### config.mk
export PLATFORM = sky130hd
export DESIGN_NAME = spi_rx_framed
export DESIGN_NICKNAME = d
export VERILOG_FILES = /design/src/rtl/spi_pkg.sv /design/src/rtl/spi_sync.sv /design/src/rtl/spi_rx_framed.sv
export SDC_FILE = /design/constraint.sdc
export NUM_CORES = 1
export LEC_CHECK = 0
export CORE_UTILIZATION = 29
export DETAILED_ROUTE_END_ITERATION = 10
export PLACE_DENSITY = 0.51
export RECOVER_POWER = 100
export SLEW_MARGIN = 20
export SYNTH_ARGS = -nofsm -noshare
export SYNTH_HDL_FRONTEND = slang
export SYNTH_SLANG_ARGS = --single-unit
### constraint.sdc
create_clock -name clock_i -period 1.7 [get_ports clock_i]
set_input_delay 0.425 -clock clock_i [delete_from_list [all_inputs] [get_ports clock_i]]
set_output_delay 0.425 -clock clock_i [all_outputs]
set_load 0.01 [all_outputs]
### src/rtl/spi_pkg.sv
// Shared types and defaults for the framed SPI receiver.
`timescale 1ns/1ps
package spi_pkg;

    typedef struct packed {
        logic cpol;
        logic cpha;
    } spi_mode_t;

    typedef enum logic {
        IDLE   = 1'b0,
        ACTIVE = 1'b1
    } rx_state_t;

    localparam int SPI_SYNC_DEFAULT = 2;

    // Leading edge is rising for mode 0, trailing edge is rising for mode 3.
    function automatic logic sample_on_rise(input spi_mode_t mode);
        return (mode.cpol == mode.cpha);
    endfunction

endpackage

### src/rtl/spi_sync.sv
// N-stage flip-flop synchroniser with a configurable reset level.
`timescale 1ns/1ps
module spi_sync
    import spi_pkg::*;
#(
    parameter int   STAGES    = SPI_SYNC_DEFAULT,
    parameter logic RESET_VAL = 1'b0
) (
    input  logic clock_i,
    input  logic reset_i,
    input  logic d_i,
    output logic q_o
);

    logic [STAGES-1:0] sync_r;

    // Shift the asynchronous input through the stage chain.
    always_ff @(posedge clock_i) begin
        if (reset_i) begin
            sync_r <= {STAGES{RESET_VAL}};
        end else begin
            sync_r <= {sync_r[STAGES-2:0], d_i};
        end
    end

    assign q_o = sync_r[STAGES-1];

endmodule

### src/rtl/spi_rx_framed.sv
// SPI slave receiver: oversampled bus, all four modes, CS-framed words,
// valid/ready output with sticky overrun and abort pulse.
`timescale 1ns/1ps
module spi_rx_framed
    import spi_pkg::*;
#(
    parameter int WIDTH       = 8,
    parameter bit MSB_FIRST   = 1'b1,
    parameter int SYNC_STAGES = SPI_SYNC_DEFAULT
) (
    input  logic             clock_i,
    input  logic             reset_i,
    input  logic             rx_en_i,
    input  logic [1:0]       mode_i,
    input  logic             SCLK_i,
    input  logic             MISO_i,
    input  logic             CS_n_i,
    output logic [WIDTH-1:0] rx_data_o,
    output logic             rx_valid_o,
    input  logic             rx_ready_i,
    output logic             overrun_o,
    input  logic             overrun_clr_i,
    output logic             abort_o
);

    localparam int                 CNT_W      = (WIDTH > 1) ? $clog2(WIDTH) : 1;
    localparam int                 FLUSH_W    = $clog2(SYNC_STAGES + 2);
    localparam logic [FLUSH_W-1:0] FLUSH_INIT = FLUSH_W'(SYNC_STAGES + 1);
    localparam logic [CNT_W-1:0]   CNT_LAST   = CNT_W'(WIDTH - 1);

    logic sclk_s, miso_s, cs_n_s;
    logic sclk_d_r, cs_n_d_r;
    logic [FLUSH_W-1:0] flush_r;
    logic rise_r, fall_r, cs_fall_r, cs_rise_r;

    rx_state_t        state_r;
    spi_mode_t        mode_r;
    logic [CNT_W-1:0] cnt_r, cnt_next_s;
    logic [WIDTH-1:0] shift_r, shift_next_s, word_r;
    logic             done_r, abort_r, sample_s, word_done_s;

    logic [WIDTH-1:0] data_r;
    logic             valid_r, overrun_r, overrun_set_s;

    spi_sync #(.STAGES(SYNC_STAGES), .RESET_VAL(1'b0)) u_sync_sclk (
        .clock_i(clock_i), .reset_i(reset_i), .d_i(SCLK_i), .q_o(sclk_s));
    spi_sync #(.STAGES(SYNC_STAGES), .RESET_VAL(1'b0)) u_sync_miso (
        .clock_i(clock_i), .reset_i(reset_i), .d_i(MISO_i), .q_o(miso_s));
    spi_sync #(.STAGES(SYNC_STAGES), .RESET_VAL(1'b1)) u_sync_cs_n (
        .clock_i(clock_i), .reset_i(reset_i), .d_i(CS_n_i), .q_o(cs_n_s));

    // Register bus edges; edges are suppressed until the synchronisers have
    // flushed their reset levels, so a CS_n held low across reset never re-arms.
    always_ff @(posedge clock_i) begin
        if (reset_i) begin
            sclk_d_r  <= 1'b0;
            cs_n_d_r  <= 1'b1;
            flush_r   <= FLUSH_INIT;
            rise_r    <= 1'b0;
            fall_r    <= 1'b0;
            cs_fall_r <= 1'b0;
            cs_rise_r <= 1'b0;
        end else begin
            sclk_d_r <= sclk_s;
            cs_n_d_r <= cs_n_s;
            if (flush_r != '0) begin
                flush_r   <= flush_r - FLUSH_W'(1);
                rise_r    <= 1'b0;
                fall_r    <= 1'b0;
                cs_fall_r <= 1'b0;
                cs_rise_r <= 1'b0;
            end else begin
                rise_r    <= sclk_s & ~sclk_d_r;
                fall_r    <= ~sclk_s & sclk_d_r;
                cs_fall_r <= ~cs_n_s & cs_n_d_r;
                cs_rise_r <= cs_n_s & ~cs_n_d_r;
            end
        end
    end

    // Next shift/counter values for a sample edge in the active frame.
    always_comb begin
        sample_s     = (state_r == ACTIVE) &&
                       (sample_on_rise(mode_r) ? rise_r : fall_r);
        shift_next_s = shift_r;
        cnt_next_s   = cnt_r;
        word_done_s  = 1'b0;
        if (sample_s) begin
            if (MSB_FIRST) begin
                shift_next_s = {shift_r[WIDTH-2:0], miso_s};
            end else begin
                shift_next_s = {miso_s, shift_r[WIDTH-1:1]};
            end
            if (cnt_r == CNT_LAST) begin
                cnt_next_s  = '0;
                word_done_s = 1'b1;
            end else begin
                cnt_next_s = cnt_r + CNT_W'(1);
            end
        end else begin
            shift_next_s = shift_r;
            cnt_next_s   = cnt_r;
        end
    end

    // Frame FSM: the sample is applied before CS_n rising is evaluated.
    always_ff @(posedge clock_i) begin
        if (reset_i) begin
            state_r <= IDLE;
            mode_r  <= '0;
            cnt_r   <= '0;
            shift_r <= '0;
            word_r  <= '0;
            done_r  <= 1'b0;
            abort_r <= 1'b0;
        end else begin
            done_r  <= 1'b0;
            abort_r <= 1'b0;
            if (!rx_en_i) begin
                state_r <= IDLE;
            end else begin
                case (state_r)
                    IDLE: begin
                        if (cs_fall_r) begin
                            state_r <= ACTIVE;
                            mode_r  <= spi_mode_t'(mode_i);
                            cnt_r   <= '0;
                            shift_r <= '0;
                        end
                    end
                    ACTIVE: begin
                        shift_r <= shift_next_s;
                        cnt_r   <= cnt_next_s;
                        if (word_done_s) begin
                            word_r <= shift_next_s;
                            done_r <= 1'b1;
                        end
                        if (cs_rise_r) begin
                            state_r <= IDLE;
                            abort_r <= (cnt_next_s != '0);
                        end
                    end
                    default: state_r <= IDLE;
                endcase
            end
        end
    end

    assign overrun_set_s = done_r && valid_r && !rx_ready_i;

    // Output register with valid/ready handshake; overrun set beats clear.
    always_ff @(posedge clock_i) begin
        if (reset_i) begin
            data_r    <= '0;
            valid_r   <= 1'b0;
            overrun_r <= 1'b0;
        end else begin
            if (done_r && (!valid_r || rx_ready_i)) begin
                data_r  <= word_r;
                valid_r <= 1'b1;
            end else if (valid_r && rx_ready_i) begin
                valid_r <= 1'b0;
            end
            if (overrun_set_s) begin
                overrun_r <= 1'b1;
            end else if (overrun_clr_i) begin
                overrun_r <= 1'b0;
            end
        end
    end

    assign rx_data_o  = data_r;
    assign rx_valid_o = valid_r;
    assign overrun_o  = overrun_r;
    assign abort_o    = abort_r;

endmodule

# --- Word-level counts from Yosys, hierarchy flattened ---
# Cells that the tools add are included.
# W data, S select, Z words.
word_totals:
  register_bits: 48
  in_bits: 10
  output_inout_bits: 11
  wordCells: 74
op_classes:
  add_sub_neg: 2
  eq_ne: 3
  mux: 18
  bitwise_logic: 11
  reduce_logical: 19
ops:
  columns: ["op", "n"]
  rows:
  - ["$mux W8", 2]
  - ["$pmux W8 S2", 1]
  - ["$mux W1", 10]
  - ["$mux W3", 3]
  - ["$not A1 Y1", 7]
  - ["$pmux W3 S2", 1]
  - ["$reduce_and A3 Y1", 2]
  - ["$reduce_bool A2 Y1", 3]
  - ["$logic_and A1 B1 Y1", 5]
  - ["$and A1 B1 Y1", 4]
  - ["$reduce_or A2 Y1", 2]
  - ["$reduce_or A4 Y1", 1]
  - ["$add A3 B1 Y3 const B", 1]
  - ["$eq A3 B3 Y1 const B", 1]
  - ["$reduce_bool A3 Y1", 1]
  - ["$reduce_or A3 Y1", 1]
  - ["$logic_not A1 Y1", 2]
  - ["$ne A2 B2 Y1 const B", 1]
  - ["$pmux W1 S2", 1]
  - ["$reduce_and A2 Y1", 1]
  - ["$sub A2 B1 Y2 const B", 1]
  - ["$eq A1 B1 Y1", 1]
  - ["$logic_or A1 B1 Y1", 1]

# --- Longest topological paths before layout ---
# Gate-level depths: netlist of run 1.
depth:
  word_depth: 5
  depth_mapped: 6

# --- Hierarchy ---
# Synthesis of run 1 repeated with hierarchy kept, for this count alone.
hier_totals:
  hier_cells: 150
  area_unflattened_um2: 1704.1
modules_own_cells:
  columns: ["module", "instances", "cells_each", "area_per_inst_um2", "seq_area_each_um2"]
  rows:
  - ["spi_rx_framed", 1, 138, 1546.5, 820.8]
  - ["spi_sync", 3, 4, 52.6, 40.0]

# --- Worst setup path after synthesis of run 1 ---
# OpenSTA, ideal clock, no wires.
synth_path:
  path_type: "register to register"
  from: "reg cnt_r[0]"
  to: "reg word_r[0]"
  setup_time_ns: 0.128
  arrival_time_ns: 1.471
  t_required_ns: 1.572
  path_slack_ns: 0.102
  stages_incl_launch_ff: 7
  n_path_buf: 0
  period_less_slack_ns: 1.598
  cell_sequence: "dfxtp_1 > ha_1 > ha_1 > nand4_1 > mux2i_4 > mux2i_1 > nor2_1"
synth_via:
  elab_chain_cells: 4
synth_lines:
  columns: ["element", "line_no", "source"]
  rows:
  - ["from (decl)", "spi_rx_framed.sv:38", "logic [CNT_W-1:0] cnt_r, cnt_next_s;"]
  - ["from (signal assigned)", "spi_rx_framed.sv:133", "cnt_r <= cnt_next_s;"]
  - ["$eq A3 B3 Y1", "spi_rx_framed.sv:94", "if (cnt_r == CNT_LAST) begin"]
  - ["$mux W1", "spi_rx_framed.sv:94", null]
  - ["$mux W1", "spi_rx_framed.sv:88", "if (sample_s) begin"]
  - ["$reduce_and A3 Y1 (no line)", null, null]
  - ["to (signal assigned)", "spi_rx_framed.sv:135", "word_r <= shift_next_s;"]
  - ["to (decl)", "spi_rx_framed.sv:39", "logic [WIDTH-1:0] shift_r, shift_next_s, word_r;"]
# No other way between the ends.
# A chain may end at the register's enable or synchronous reset.

# --- Final worst setup path of run 1 ---
layout_path:
  from: "in rx_en_i"
  to: "reg word_r[2]"
layout_via:
  elab_chain_cells: 1
layout_lines:
  columns: ["element", "line_no", "source"]
  rows:
  - ["from (decl)", "spi_rx_framed.sv:13", "input logic rx_en_i,"]
  - ["$reduce_and A3 Y1 (no line)", null, null]
# No other way between the ends.

==> metrics, run 1 <==
dpl cell area 2160 µm²; Required @ worst endpoint 1.90 ns; Netlist cell types 30; PortBufs 20; Area contributors post-synth dfxtp_1, mux2i_1, nor2_1; wire per inst between 10 and 15 µm; busiest layer in global routing met2; Worst IR Drop VDD about 350 µV; clock share of power roughly 36%; drt via density roughly 4.6; grt met1 use 12.4%; period utilization around 96%; final slew viol count 0; Synth async-reset ratio 0%; number of synthesized register bits 47; CP arrival ~1.8 ns; die height ~80 µm; Sequential Power Share 58.4%; grt met2 use 17.6%; post-synthesis cell area 1770 µm²; DIE WIDTH between 80 and 90 µm; CP max FO 9; clk root buf clkbuf_8; Syn Nets around 180; Synth Flop Type dfxtp_1; Mean Syn Cell Area 10.7 µm²; htree depth 2; initial DRC count 46; Die ar. approximately 6400 µm²; antenna violations before repair 0; TritonCTS sink count 47; worst hold path type flop to flop; Critical Path Start rx_en_i; setup TNS 0 ns; clk slew on worst S/H paths ~0.09 ns; Pleak around 0.88 nW; area leader, netlist dfxtp_1; std cell rows 28; Antenna Nets Post-Route 0; n_diodes 0; switch share between 20% and 30%; Seq/Total Area, Yosys a little over half; Max clock buf depth 2; Core Util, Final 38.0%; largest net degree at the start of global routing 16; Post-synth top cells dfxtp_1, nor2_1, mux2i_1; Tightest Pin Transition about 0.49 ns; vias in the first global route approximately 1300; internal power between 0.0015 and 0.002 W; fraction of layout cells with a size suffix above 1 about a fifth; drt drc 0; total routed wirelength 3060 µm; Layout Area Growth over Synthesis 26.9%; EDFF count, synth 0; Pre-antenna DRT Iters 4; DP HPWL around 2300 µm; maximum clock frequency ~610 MHz; # Post-CTS Setup Buffers 0; endpoints failing setup 0; most frequent cell after synthesis dfxtp_1; FILL cells ~600; Via Count between 1000 and 1500; hold_buf cts 0; MaxCap Viol Count 0; critical path startpoint category input pin; Overflow after GRT 0; CTS tree done; minimum clock period approximately 1.6 ns; CP max stage delay roughly 0.63 ns; max_slew headroom 67.2%; NetSw 0.000426 W; clock latency on the worst-skew pair 0.30 ns; worst r2r src mode_r[0]$_SDFFE_PP0P_; Comb pwr share under 10%; yosys warns 0; final hold viol count 0; slowest CP cell dlygate4sd3_1; Initial Util roughly 30%; routing usage on met3 roughly 3.3%; IO Count 21; fin nets 210; P per Cell Area between 800 and 900 nW/µm²; CP Class input pin to flop; post-synth top area share ~53%; Cells after Synth 165; Layout Cell Area excl Fill between 2000 and 2500 µm²; start point of the worst hold path cs_n_d_r$_SDFF_PP1_; first-pass GRT wire length between 5000 and 6000 µm; number of buffers created by CTS 5; Worst Setup End Kind flop; Core ar. between 5000 and 6000 µm²; gr usage total between 10% and 20%; skew final about 0.0038 ns; status finished, final reports clean; Critical Path, Cell by Cell dlygate4sd3_1 > nand4_1 > mux2i_4 > buf_12 > mux2i_1 > nor2_1; routability cong. 0.849
layout by cell type (no fill, tap or decap), drive strengths merged, types with 5 or more instances in the layout:
| cell | instances |
|---|---|
| nand2b | 5 |
| nor3b | 5 |
| clkbuf | 9 |
| nor2 | 23 |
| buf | 13 |
| mux2i | 21 |
| or2 | 5 |
| dfxtp | 47 |
| clkdlybuf4s50 | 18 |
| a31o | 8 |
| nor2b | 9 |
| nor4b | 8 |
per-layer routing:
layer / vias to the layer above / routed length (µm)
met5: - / 0
met4: 0 / 121
met3: 10 / 139
met2: 28 / 1440
met1: 590 / 1360
li1: 636 / -
worst paths after layout:
check                                          endpoint  slack [ns]  depth (start not counted)
worst max-delay path             word_r[2]$_SDFFE_PP0P_        0.07                          6
worst min-delay path               cs_rise_r$_SDFF_PP0_        0.41                          1
worst max register to register  shift_r[3]$_SDFFE_PP0P_        0.11                          4
worst min register to register     cs_rise_r$_SDFF_PP0_        0.41                          1
area by class of cell:
cell class,count,area [µm²],area share [%]
Multi-Input combinational cell,105,773,34.4
Tap cell,75,93.8,4.17
Clock inverter,2,16.3,0.723
Timing Repair Buffer,36,334,14.9
Inverter,2,7.51,0.334
Clock buffer,6,82.6,3.67
Sequential cell,47,941,41.8
cells by family (layout without fill, tap and decap cells):
group           after synthesis  count (layout)  share of synthesized area (%)
fa+ha+maj                     3               3                           2.12
buf+inv                      13              46                           3.11
xor+xnor                      2               2                           1.41
compound gates               15              15                           7.27
flops                        47              47                           53.1
simple gates                 64              64                           20.4
mux                          21              21                           12.6
worst max-delay path: cells and delay by family:
| kind | cells | cell delay, ns |
|---|---|---|
| buffers and inverters | 2 | 0.79 |
| multiplexers | 2 | 0.38 |
| AND/OR/NAND/NOR | 2 | 0.23 |
power groups by stage:
stage	sequential [W]	clock (W)	combinational [W]
6_report	0.00113	0.000703	0.000100
5_1_grt	0.00113	0.000770	0.000113
2_1_floorplan	0.00115	0	0.0000588
3_3_place_gp	0.00115	0	0.0000981
3_5_place_dp	0.00115	0	0.000104
4_1_cts	0.00113	0.000732	0.000105
state kept, by name, summed over array words and instances (netlist names), 2 cells and up:
name and count:
u_sync_sclk.sync_r 2, u_sync_cs_n.sync_r 2, shift_r 7, mode_r 2
flush_r 2, cnt_r 3, word_r 8, u_sync_miso.sync_r 2
rx_data_o 8
through the flow:
step           hold slack, ns  setup slack (ns)  cells  total power [W]
4_1_cts                 0.409            0.0370    273          0.00196
5_1_grt                 0.414           -0.0512    273          0.00201
6_report                0.407            0.0700    273          0.00193
2_1_floorplan           0.388             0.102    165          0.00121
3_5_place_dp            0.396            -0.276    265          0.00126
3_3_place_gp            0.393            -0.189    265          0.00125
timing repair:
action	CTS	global route
resized for setup	0	3
setup endpoints to repair	0	14
endpoints found under the hold margin	0	0
No activity file was read; power rests on OpenSTA's default activity.
==> inputs of run 2 (changes only) <==
--- a/config.mk
+++ b/config.mk
@@ -5,6 +5,7 @@
 export SDC_FILE = /design/constraint.sdc
 export NUM_CORES = 1
 export LEC_CHECK = 0
+export CORE_ASPECT_RATIO = 1.4
 export CORE_UTILIZATION = 29
 export DETAILED_ROUTE_END_ITERATION = 10
 export PLACE_DENSITY = 0.51
==> run 2 against run 1 <==
Effect of this change:
- die area about the same
- cell count down 2.2%
- register-to-register slack better by 0.04 ns
- fmax up 2.0%
- worst hold slack better by 0.013 ns
- critical path type is now flop to output pin
==> metrics, run 2 (same netlist as run 1, synthesis figures left out) <==
endpoints failing setup 0 (unchanged); DP HPWL 2340 µm (was 2270 µm); commonest cells after routing, fill and taps aside dfxtp_1, nor2_1, mux2i_1, clkdlybuf4s50_1 (was dfxtp_1, nor2_1, mux2i_1); Core ar. 5860 µm² (was 5920 µm²); initial DRC count 20 (was 46); Overflow after GRT 0 (unchanged); Die ar. 6430 µm² (about the same); Critical Path End rx_valid_o (was word_r[2]$_SDFFE_PP0P_); hold slack 0.420 ns (was 0.407 ns); CP max stage delay 0.54 ns (was 0.63 ns); Critical Path, Cell by Cell clkdlybuf4s50_1 (was dlygate4sd3_1 > nand4_1 > mux2i_4 > buf_12 > mux2i_1 > nor2_1); Initial Util 30.2% (was 29.9%); setup TNS 0 ns (unchanged); Antenna Nets Post-Route 0 (unchanged); total routed wirelength 3080 µm (was 3060 µm); gr usage total 11.2% (was 10.9%); die height 94.5 µm (was 80.2 µm); vias in the first global route 1261 (was 1253); final hold viol count 0 (unchanged); Reg2Reg Depth 5 (was 4); Layout Area Growth over Synthesis 26.8% (was 26.9%); antenna violations before repair 0 (unchanged); TritonCTS sink count 47 (unchanged); first-pass GRT wire length 5330 µm (was 5300 µm); drt via density 4.65 (was 4.63); P per Cell Area 863 nW/µm² (was 858 nW/µm²); n_diodes 0 (unchanged); CTS tree done (unchanged); Tightest Pin Transition 0.409 ns (was 0.487 ns); Worst IR Drop VDD 388 µV (was 346 µV); wire per inst 11.5 µm (was 11.2 µm); Pleak 0.877 nW (was 0.881 nW); Pre-antenna DRT Iters 3 (was 4); Max clock buf depth 2 (unchanged); Via Count 1241 (was 1264); largest net degree at the start of global routing 22 (was 16); Crit path depth 1 (was 6); CP Class flop to output pin (was input pin to flop); maximum clock frequency 626 MHz (was 614 MHz); worst r2r src mode_r[0]$_SDFFE_PP0P_ (unchanged); PortBufs 20 (unchanged); routability cong. 0.689 (was 0.849); clock latency on the worst-skew pair 0.29 ns (was 0.30 ns); critical path startpoint category flop (was input pin); DIE WIDTH 68.1 µm (was 80.2 µm); period utilization 94.0% (was 95.9%); RSZ-0062 raised after global routing no; Worst R2R End cnt_r[1]$_SDFFE_PP0P_ (was shift_r[3]$_SDFFE_PP0P_); delay-heaviest family, CP buffers and inverters (unchanged); slowest CP cell clkdlybuf4s50_1 (was dlygate4sd3_1); status finished, final reports clean (unchanged); worst hold path type flop to flop (unchanged); MaxCap Viol Count 0 (unchanged); CP arrival 1.17 ns (was 1.83 ns); clk root buf clkbuf_8 (unchanged); max_slew headroom 72.8% (was 67.2%); Setup WS post-layout 0.103 ns (was 0.0700 ns); most common cell after layout, fill and taps aside dfxtp_1 (unchanged); Worst Setup End Kind output pin (was flop); fin nets 209 (was 210); IO Count 21 (unchanged); DP Worst Slack -0.272 ns (was -0.276 ns); hold_buf cts 0 (unchanged); Required @ worst endpoint 1.27 ns (was 1.90 ns); Reg2Reg Setup Slack 0.15 ns (was 0.11 ns); Core Util, Final 38.3% (was 38.0%); fraction of layout cells with a size suffix above 1 18.8% (was 19.2%); htree depth 2 (unchanged); clk slew on worst S/H paths 0.08 ns (was 0.09 ns); number of buffers created by CTS 5 (unchanged); std cell rows 33 (was 28); CP bufs+invs 1 (was 2); Critical Path Start rx_valid_o$_SDFFE_PP0P_ (was rx_en_i); CP max FO 2 (was 9); final slew viol count 0 (unchanged); drt drc 0 (unchanged); skew final 0.00435 ns (was 0.00383 ns); minimum clock period 1.60 ns (was 1.63 ns)
run 2: changes by cell type in the layout (fill, tap and decap cells not counted), sizes merged:
cell	previous run	this run
buf	13	9
clkbuf	9	14
clkdlybuf4s50	18	20
clkinv	1	0
clkinvlp	1	0
dlygate4sd3	2	0
run 2: worst min path at each step:
stage                                             endpoint  depth (start not counted)                             start  slack [ns]
after floorplan                       cs_rise_r$_SDFF_PP0_                          1               cs_n_d_r$_SDFF_PP1_        0.39
after global placement    u_sync_cs_n.sync_r[1]$_SDFF_PP1_                          1  u_sync_cs_n.sync_r[0]$_SDFF_PP1_        0.40
after CTS                                rise_r$_SDFF_PP0_                          1               sclk_d_r$_SDFF_PP0_        0.42
after global routing                     rise_r$_SDFF_PP0_                          1               sclk_d_r$_SDFF_PP0_        0.43
final                     u_sync_cs_n.sync_r[1]$_SDFF_PP1_                          1  u_sync_cs_n.sync_r[0]$_SDFF_PP1_        0.42
after detailed placement  u_sync_cs_n.sync_r[1]$_SDFF_PP1_                          1  u_sync_cs_n.sync_r[0]$_SDFF_PP1_        0.40
run 2: power breakdown:
part           switching, W   total, W  internal (W)  leakage, nW
Combinational     0.0000465  0.0000978     0.0000514        0.444
Clock              0.000342   0.000714      0.000371       0.0515
Sequential       0.00000753    0.00113       0.00112        0.381
Total              0.000396    0.00194       0.00154        0.877
run 2: stage by stage:
stage          instance area, µm²  power [W]  std cells
2_1_floorplan                1770    0.00121        165
6_report                     2250    0.00194        267
5_1_grt                      2250    0.00205        267
3_3_place_gp                 2150    0.00125        259
4_1_cts                      2250    0.00199        267
3_5_place_dp                 2150    0.00126        259
run 2: final cells by class:
cell class	count	area (µm²)
Tap cell	70	87.6
Sequential cell	47	942
Multi-Input combinational cell	105	791
Clock buffer	8	100
Timing Repair Buffer	35	318
Inverter	2	7.51
Fill cell	611	3620
run 2: routing by layer:
metal	global-route usage [%]	part of all wire, %	vias to the layer above
met1	10.6	41	583
met2	20.6	54	19
li1	-	-	632
met4	5.21	2.2	0
met5	0	0	-
met3	4.11	3.4	7
run 2: what timing repair did:
action	4_1_cts	5_1_grt
setup endpoints to repair	8	9
resized for setup	1	4
buffers inserted	0	0
==> inputs of run 3 (changes only) <==
--- a/config.mk
+++ b/config.mk
@@ -8,6 +8,7 @@
 export CORE_ASPECT_RATIO = 1.4
 export CORE_UTILIZATION = 29
 export DETAILED_ROUTE_END_ITERATION = 10
+export HOLD_SLACK_MARGIN = 0.06
 export PLACE_DENSITY = 0.51
 export RECOVER_POWER = 100
 export SLEW_MARGIN = 20
==> results of run 3 <==
Same layout as run 2: the final DEF is identical, and so are final timing and power.
==> patch: new RTL, settings of run 3 <==
Put one more register stage on the output `overrun_o`, without a reset. The value now appears one clock later. The other outputs are not delayed to match.
--- a/src/rtl/spi_rx_framed.sv
+++ b/src/rtl/spi_rx_framed.sv
@@ -172,5 +172,7 @@
     assign rx_data_o  = data_r;
     assign rx_valid_o = valid_r;
-    assign overrun_o  = overrun_r;
+    always_ff @(posedge clock_i) begin
+        overrun_o <= overrun_r;
+    end
     assign abort_o    = abort_r;
 
Behaviour: same outputs for any inputs over 10 cycles, from zero or initial values and one cycle with reset_i high; that may be too few to reach the edited logic, so the function may still have changed.
==> patch against run 3 <==
Worst setup slack got worse by 0.018 ns; area after synthesis grew 1.1%; sequential cell count increased by 1; non-clock buffer count is 2 higher; final area grew 2.5%; total power is 1.2% lower; hold slack worse by 0.048 ns; global-route usage grew 0.19 points; count of clock-buffer cells in the layout is the same; routed wire length up 5.2%; critical path type unchanged; critical endpoint is now abort_o.
==> patch: results (changes against run 3) <==
Seq/total area: 0.418 (-0.00102)
Peak supply drop: 0.433 mV (+11%)
Seq/Total Area, Yosys: 0.536 (+0.00524)
Post-synthesis mux area share: 0.124 (-0.00140)
Placement Cell Area: 0.00215 mm2 (+0.23%)
Share of cell area taken by multi-input logic gates: 0.349 (-0.00318)
Worst reg-to-reg path cell count: 7 (+2)
Flops & latches, synth: 48 (+2.1%)
Final HPWL DP: 2.31 mm (-1.6%)
GPL Wtd Cong: 0.765 (+11%)
Crit-path max cell delay: 0.60 ns (+0.06 ns)
Status: completed
Post-DR wirelength/cell: 12.0 um (+4.1%)
Most common library cells after synthesis: dfxtp_1 (48), nor2_1 (23), mux2i_1 (20), nor2b_1 (9)
Worst setup SP type: flop
Repair and plain buffers: 37 (+5.7%)
Fin nets: 212 (+1.4%)
Final non-clock buffer share: 0.152 (+0.0107)
Fill cell count: 590 (-3.4%)
Reg2reg start: cnt_r[1]
CTS buffer count: 5 (unchanged)
Critical-path maximum fanout: 1 (-1)
Clk cell area share: 0.0391 (-0.00544)
Critical Path End: abort_o
Synth Area in Compound Gates: 0.0719 (-0.000813)
Slew HR: 0.762 (+0.0342)
CP Launch Point: abort_o
First-pass GRT wire length: 5.48 mm (+2.7%)
Pin count of the biggest net entering global routing: 27 (+23%)
Leak: 0.911 nW (+3.9%)
Register Area: 963 um2 (+2.3%)
CTS resizes: 0 (-1)
Clock insertion delay at the later pin of the skew report: 0.29 ns (about the same)
Vias in the first global route: 1247 (-1.1%)
Top cells by area, synth: dfxtp_1 (54%), mux2i_1 (11%), nor2_1 (4.8%)
R2R Path End: word_r[0]
Drt first pass iters: 4 (+1)
CP max stage cell: dlygate4sd3_1
Layout cells sized above 1: 0.210 (+0.0222)
Critical Path AT: 1.19 ns (+0.02 ns)
Via/cell ratio: 4.61 (-0.87%)
-- patch: cell types whose count changed in the layout (fill, tap and decap cells not counted) --
cell and change:
buf_12 -1, buf_4 +5, clkbuf_1 -1, clkbuf_16 +1, clkbuf_2 -1, clkbuf_8 -1, clkdlybuf4s50_1 -5, dfxtp_2 +1
dlygate4sd3_1 +4, dlymetal6s2s_1 +1, ha_1 -1, ha_4 +1, or2_0 +1, or2_1 -1
-- patch: how the worst min path moves through the flow --
stage | start | to | slack (ns) | cells past startpoint
floorplan | overrun_r | overrun_o | 0.32 | 0
global placement | overrun_r | overrun_o | 0.33 | 0
detailed placement | overrun_r | overrun_o | 0.36 | 0
CTS | overrun_r | overrun_o | 0.38 | 0
global route | overrun_r | overrun_o | 0.38 | 0
finish | overrun_r | overrun_o | 0.37 | 0
-- patch: through the flow --
step           setup WS, ns  instances
3_3_place_gp         -0.207        258
2_1_floorplan         0.102        166
6_report             0.0842        270
3_5_place_dp         -0.286        258
5_1_grt             0.00653        270
4_1_cts              0.0309        266
-- patch: worst register-to-register path, stage by stage, from the launching register on --
cell       delay, ns
dfxtp_2         0.36
ha_4            0.14
ha_4            0.14
nand4_1         0.14
mux2i_4         0.26
clkbuf_16       0.19
mux2i_1         0.17
nor2_1          0.05
-- patch: power by group --
| group | switching [mW] | internal, mW |
|---|---|---|
| Sequential | 0.00854 | 1.14 |
| Combinational | 0.0446 | 0.0484 |
| Clock | 0.340 | 0.332 |
-- patch: layer usage --
metal / part of all wire / GRT usage / routed length [um] / up-vias
met5: 0 / 0 / 0 / -
li1: - / - / - / 634
met2: 0.53 / 0.203 / 1730 / 20
met4: 0.018 / 0.0521 / 59 / 0
met3: 0.030 / 0.0374 / 98 / 7
met1: 0.42 / 0.117 / 1360 / 583
